===== src/rtl/sync_fifo_ctrl.sv =====
// -----------------------------------------------------------------------------
// sync_fifo_ctrl
//
// Pointer, occupancy and status control for a single-clock FIFO built around
// an external RAM with a one-cycle read latency. The RAM itself is not part of
// this block; only its write/read strobes and addresses are produced here.
//
// Build option:
//   SYNC_FIFO_ALMOST_FLAGS_EN  when defined, adds the registered almost_full and
//                              almost_empty ports and their logic.
//
// Parameters:
//   DEPTH       number of RAM entries (2 .. 2**ADDR_WIDTH, need not be a power of 2)
//   ADDR_WIDTH  RAM address width
//   AF_LEVEL    almost_full asserts when count >= AF_LEVEL
//   AE_LEVEL    almost_empty asserts when count <= AE_LEVEL
//
// Ports:
//   clk           single clock, rising edge
//   rst_n         synchronous active-low reset
//   wr_en, rd_en  push / pop requests
//   ram_w_enable  RAM write strobe (accepted push, combinational)
//   ram_w_addr    RAM write address (write pointer register)
//   ram_r_enable  RAM read strobe (accepted pop, combinational)
//   ram_r_addr    RAM read address (read pointer register)
//   rd_valid      RAM read data holds the popped word this cycle
//   full, empty   registered status flags
//   count         current occupancy
//   overflow      one-cycle pulse after a push request while full
//   underflow     one-cycle pulse after a pop request while empty
//   almost_full, almost_empty   (SYNC_FIFO_ALMOST_FLAGS_EN only)
// -----------------------------------------------------------------------------
module sync_fifo_ctrl #(
    parameter int DEPTH      = 512,
    parameter int ADDR_WIDTH = 9,
    parameter int AF_LEVEL   = 508,
    parameter int AE_LEVEL   = 4
) (
    input  logic                  clk,
    input  logic                  rst_n,
    input  logic                  wr_en,
    input  logic                  rd_en,
    output logic                  ram_w_enable,
    output logic [ADDR_WIDTH-1:0] ram_w_addr,
    output logic                  ram_r_enable,
    output logic [ADDR_WIDTH-1:0] ram_r_addr,
    output logic                  rd_valid,
    output logic                  full,
    output logic                  empty,
    output logic [ADDR_WIDTH:0]   count,
    output logic                  overflow,
    output logic                  underflow
`ifdef SYNC_FIFO_ALMOST_FLAGS_EN
    ,
    output logic                  almost_full,
    output logic                  almost_empty
`endif
);

    localparam logic [ADDR_WIDTH-1:0] LAST_ADDR = ADDR_WIDTH'(DEPTH - 1);
    localparam logic [ADDR_WIDTH:0]   DEPTH_CNT = (ADDR_WIDTH + 1)'(DEPTH);
    localparam logic [ADDR_WIDTH:0]   CNT_ONE   = (ADDR_WIDTH + 1)'(1);
    localparam logic [ADDR_WIDTH-1:0] PTR_ONE   = ADDR_WIDTH'(1);

    logic [ADDR_WIDTH-1:0] wr_ptr;
    logic [ADDR_WIDTH-1:0] rd_ptr;
    logic [ADDR_WIDTH-1:0] wr_ptr_nxt;
    logic [ADDR_WIDTH-1:0] rd_ptr_nxt;
    logic [ADDR_WIDTH:0]   count_nxt;
    logic                  wr_accept;
    logic                  rd_accept;

    // Accept decisions use the registered flags only, so a simultaneous pop
    // never frees a slot for a push in the same cycle (and vice versa). The
    // rst_n term keeps the RAM strobes quiet during reset.
    assign wr_accept = rst_n & wr_en & ~full;
    assign rd_accept = rst_n & rd_en & ~empty;

    assign ram_w_enable = wr_accept;
    assign ram_r_enable = rd_accept;
    assign ram_w_addr   = wr_ptr;
    assign ram_r_addr   = rd_ptr;

    // Explicit wrap at DEPTH-1 so non-power-of-two depths work.
    assign wr_ptr_nxt = (wr_ptr == LAST_ADDR) ? '0 : wr_ptr + PTR_ONE;
    assign rd_ptr_nxt = (rd_ptr == LAST_ADDR) ? '0 : rd_ptr + PTR_ONE;

    always_comb begin
        count_nxt = count;
        case ({wr_accept, rd_accept})
            2'b10:   count_nxt = count + CNT_ONE;
            2'b01:   count_nxt = count - CNT_ONE;
            default: count_nxt = count;
        endcase
    end

    always_ff @(posedge clk) begin
        if (!rst_n) begin
            wr_ptr    <= '0;
            rd_ptr    <= '0;
            count     <= '0;
            full      <= 1'b0;
            empty     <= 1'b1;
            rd_valid  <= 1'b0;
            overflow  <= 1'b0;
            underflow <= 1'b0;
        end else begin
            if (wr_accept) begin
                wr_ptr <= wr_ptr_nxt;
            end
            if (rd_accept) begin
                rd_ptr <= rd_ptr_nxt;
            end
            count     <= count_nxt;
            // Flags come from the next count so they change on the same edge.
            full      <= (count_nxt == DEPTH_CNT);
            empty     <= (count_nxt == '0);
            // RAM returns data one cycle after the read strobe.
            rd_valid  <= rd_accept;
            overflow  <= wr_en & full;
            underflow <= rd_en & empty;
        end
    end

`ifdef SYNC_FIFO_ALMOST_FLAGS_EN
    localparam logic [ADDR_WIDTH:0] AF_CNT = (ADDR_WIDTH + 1)'(AF_LEVEL);
    localparam logic [ADDR_WIDTH:0] AE_CNT = (ADDR_WIDTH + 1)'(AE_LEVEL);

    always_ff @(posedge clk) begin
        if (!rst_n) begin
            almost_full  <= 1'b0;
            almost_empty <= 1'b1;
        end else begin
            almost_full  <= (count_nxt >= AF_CNT);
            almost_empty <= (count_nxt <= AE_CNT);
        end
    end
`endif

endmodule


===== config.mk =====
export PLATFORM = sky130hd
export DESIGN_NAME = sync_fifo_ctrl
export DESIGN_NICKNAME = d
export VERILOG_FILES = /design/src/rtl/sync_fifo_ctrl.sv
export SDC_FILE = /design/constraint.sdc
export NUM_CORES = 1
export LEC_CHECK = 0
export ABC_CLOCK_PERIOD_IN_PS = 8100
export BUFFER_PORTS_ARGS = -buffer_cell sky130_fd_sc_hd__buf_2
export CELL_PAD_IN_SITES_DETAIL_PLACEMENT = 0
export CELL_PAD_IN_SITES_GLOBAL_PLACEMENT = 2
export CORE_ASPECT_RATIO = 0.5
export CORE_MARGIN = 2
export CORE_UTILIZATION = 34
export CTS_CLUSTER_SIZE = 10
export DETAILED_ROUTE_END_ITERATION = 6
export GPL_TIMING_DRIVEN = 0
export HOLD_SLACK_MARGIN = 0.15
export PLACE_DENSITY_LB_ADDON = 0.1
export SYNTH_ARGS = -nofsm -noshare
export SYNTH_HDL_FRONTEND = slang
export SYNTH_SLANG_ARGS = --single-unit

===== constraint.sdc =====
create_clock -name clk -period 8.1 [get_ports clk]
set_input_delay 0.405 -clock clk [delete_from_list [all_inputs] [get_ports clk]]
set_output_delay 0.405 -clock clk [all_outputs]
set_load 0.01 [all_outputs]

==> results_dict.tcl <==
set metrics [dict create \
    status "finished, final reports clean" \
    yosys.cell_types.count 47 \
    placementRows 18 \
    ctsResizeCount 0 \
    fin_crit_ps 3470 \
    cts_sinks 33 \
    overflow 0 \
    dpl.hpwl_mm 3.18 \
    core_region_area_sq_um 5070 \
    drv_slew 0 \
    async_flop_share 0 \
    finalCritPeriodShare 0.428 \
    wire_per_inst_um 13.2 \
    p_per_area_nw_per_um2 170 \
    insertedDiodeCount 0 \
    routed_wl_mm 4.34 \
    seq_power_share 0.470 \
    yosys_warnings 0 \
    irDropWorstVdd_mv 0.0598 \
    max_slew_margin 0.633 \
    die-height_um 55.9 \
    setup_ws_ps 4630 \
    worst_ep_arrival_time_ps 3670 \
    skew_ps 5.28 \
    placement.io_buffers 38 \
    cts_buffers 5 \
    vias 1640 \
    multiInputGateArea_sq_um 1130 \
    p_total_uw 374 \
    hold_class "input pin to register" \
    initial_core_util 0.362 \
    final_cell_count_no_fill 328 \
    post-place-ws_ps 4400 \
    power.leakage_nw 1.00 \
    crit_fanout 12 \
    area_growth_pct 19.9 \
    nNetsFinal 275 \
    rsz0062_at_grt "no" \
    io_pins 39 \
    gr-usage-all-layers 0.148 \
    die_x_um 108 \
    syn_nets 230 \
    cts-root-buf "clkbuf_8" \
    post_cts_buffers 0 \
    dp.cells 320 \
    worstSetupStartpointType "register" \
    die_area_sq_um 6030 \
    cap_violations 0 \
    viasPerCell 5.00 \
    synthCells 212 \
    synthTopCellsByCount "dfxtp_1, nor2_1, nand2_1, ha_1, xor2_1" \
    first_iter_violations 52 \
    yosysTopAreaCellShare 0.360 \
    dpl_cell_area_sq_um 2110 \
    seq_area_frac_synth 0.360 \
    syn_area_sq_um 1830 \
    p_int_uw 257 \
    setup_viol 0 \
    antenna_found_initial 0 \
    avgSynthCellArea_sq_um 8.65 \
    pwr-share-comb 0.193 \
    grt_pass1_vias 1480 \
    hold_buffers 0 \
    net-switching-power_uw 117 \
    ant_nets 0 \
    cts_tree "built" \
    ys_ff_latch 33 \
    ys.flop_type "dfxtp_1" \
    crit_type "register to register" \
    synth_edf_count 0 \
    cts.path.max_buffers 2 \
    synthTopCellsByArea "dfxtp_1, ha_1, nor2_1" \
    r2r_cells 10 \
    worst_hold_path.num_cells 2 \
    yosys.area.top_type "dfxtp_1" \
    end_kind "register" \
    finalInstanceArea_sq_um 2200 \
    register_area_sq_um 661 \
    grt_max_degree 13 \
    grt_pass1_wl_mm 6.99 \
    fmax_mhz 288 \
    p_sw_frac 0.313 \
    yosysMostFrequentCell "dfxtp_1" \
    tightestPinTransition_ps 550 \
    first_pass_iters 4 \
    final_layout_size_suffix_gt1_frac 0.240 \
    gp_congestion 0.803 \
    detail_route.drc_violations 0 \
    worstPathRequired_ps 8300 \
    cts_htree_levels 2 \
    power_frac_clock 0.337 \
    fill_cells 536 \
    cts.clk_slew.worst_paths_ps 70 \
    clkLatencyLatePin_ps 290 \
    fin_setup_tns_ps 0 \
    finalHoldViolations 0 \
]
-- registers in the layout (all words and copies together) (netlist names) --
name and count:
count 10, ram_r_addr 9, ram_w_addr 9, empty 1, full 1, overflow 1
rd_valid 1, underflow 1
-- power groups by stage --
stage / registers, mW / clock network [mW] / logic [mW]
6_report: 0.176 / 0.126 / 0.0722
5_1_grt: 0.177 / 0.137 / 0.0805
4_1_cts: 0.176 / 0.132 / 0.0727
3_5_place_dp: 0.179 / 0 / 0.0725
3_3_place_gp: 0.180 / 0 / 0.0720
2_1_floorplan: 0.182 / 0 / 0.0498
-- path summary, 6_finish.rpt --
| check | start | end | slack [ps] |
|---|---|---|---|
| max | empty$_SDFF_PN1_ | full$_SDFF_PN0_ | 4630 |
| min | rd_en | underflow$_SDFF_PN0_ | 350 |
| max reg2reg | empty$_SDFF_PN1_ | full$_SDFF_PN0_ | 4630 |
| min reg2reg | empty$_SDFF_PN1_ | rd_valid$_SDFF_PN0_ | 460 |
-- cells in the final DEF (no fill, tap or decap), types with 3 or more instances in the layout --
| cell type | synthesis | final |
|---|---|---|
| o21ai_0 | 9 | 9 |
| nand3_1 | 5 | 5 |
| buf_2 | 1 | 39 |
| nand2_1 | 25 | 25 |
| nor2_1 | 28 | 28 |
| mux2i_1 | 4 | 4 |
| ha_1 | 13 | 13 |
| inv_1 | 6 | 6 |
| xor2_1 | 12 | 12 |
| nand4_1 | 6 | 6 |
| clkbuf_8 | 0 | 5 |
| a21o_1 | 4 | 4 |
| dfxtp_1 | 33 | 33 |
| xnor2_1 | 3 | 3 |
| a211oi_1 | 4 | 4 |
| or3_1 | 4 | 4 |
| a21oi_1 | 10 | 10 |
| and3_1 | 5 | 5 |
-- routing by layer --
layer,routed length (um),part of all wire,GRT usage
met4,46,0.011,0.0549
met2,1910,0.44,0.233
met3,164,0.038,0.0386
met1,2220,0.51,0.196
met5,0,0,0
-- metrics by stage --
stage                      util  hold WS, ps
after floorplan               -          471
final                     0.434          352
after detailed placement  0.417          453
after CTS                 0.434          348
after global placement    0.417          456
after global routing      0.434          348
-- critical path, cell delays in order (launching register included) --
cell and delay, ps:
dfxtp_1 340, nor2_2 360, ha_1 590, inv_1 160
fa_1 420, nand2b_1 210, a211oi_1 330, o22ai_1 210
nor3b_1 350, o31ai_2 130, nor4b_2 270
-- cell families after synthesis --
group                      synth area share
and+or+nand+nor                       0.250
DFF                                   0.360
muxes                                0.0218
AOI/OAI and AO/OA                     0.172
xor gates and xnor gates             0.0716
buffers and inverters                0.0252
adders and majority gates            0.0996
-- layout make-up --
class                      count  share of cell area
multi-input combinational    167               0.513
clock inverter                 3             0.00797
tap                           70              0.0398
timing repair buffer          38              0.0865
sequential                    33               0.301
clock buffer                   5              0.0313
buffer                         4             0.00740
inverter                       8              0.0137
Note: power is estimated with default switching activity, not from simulation.
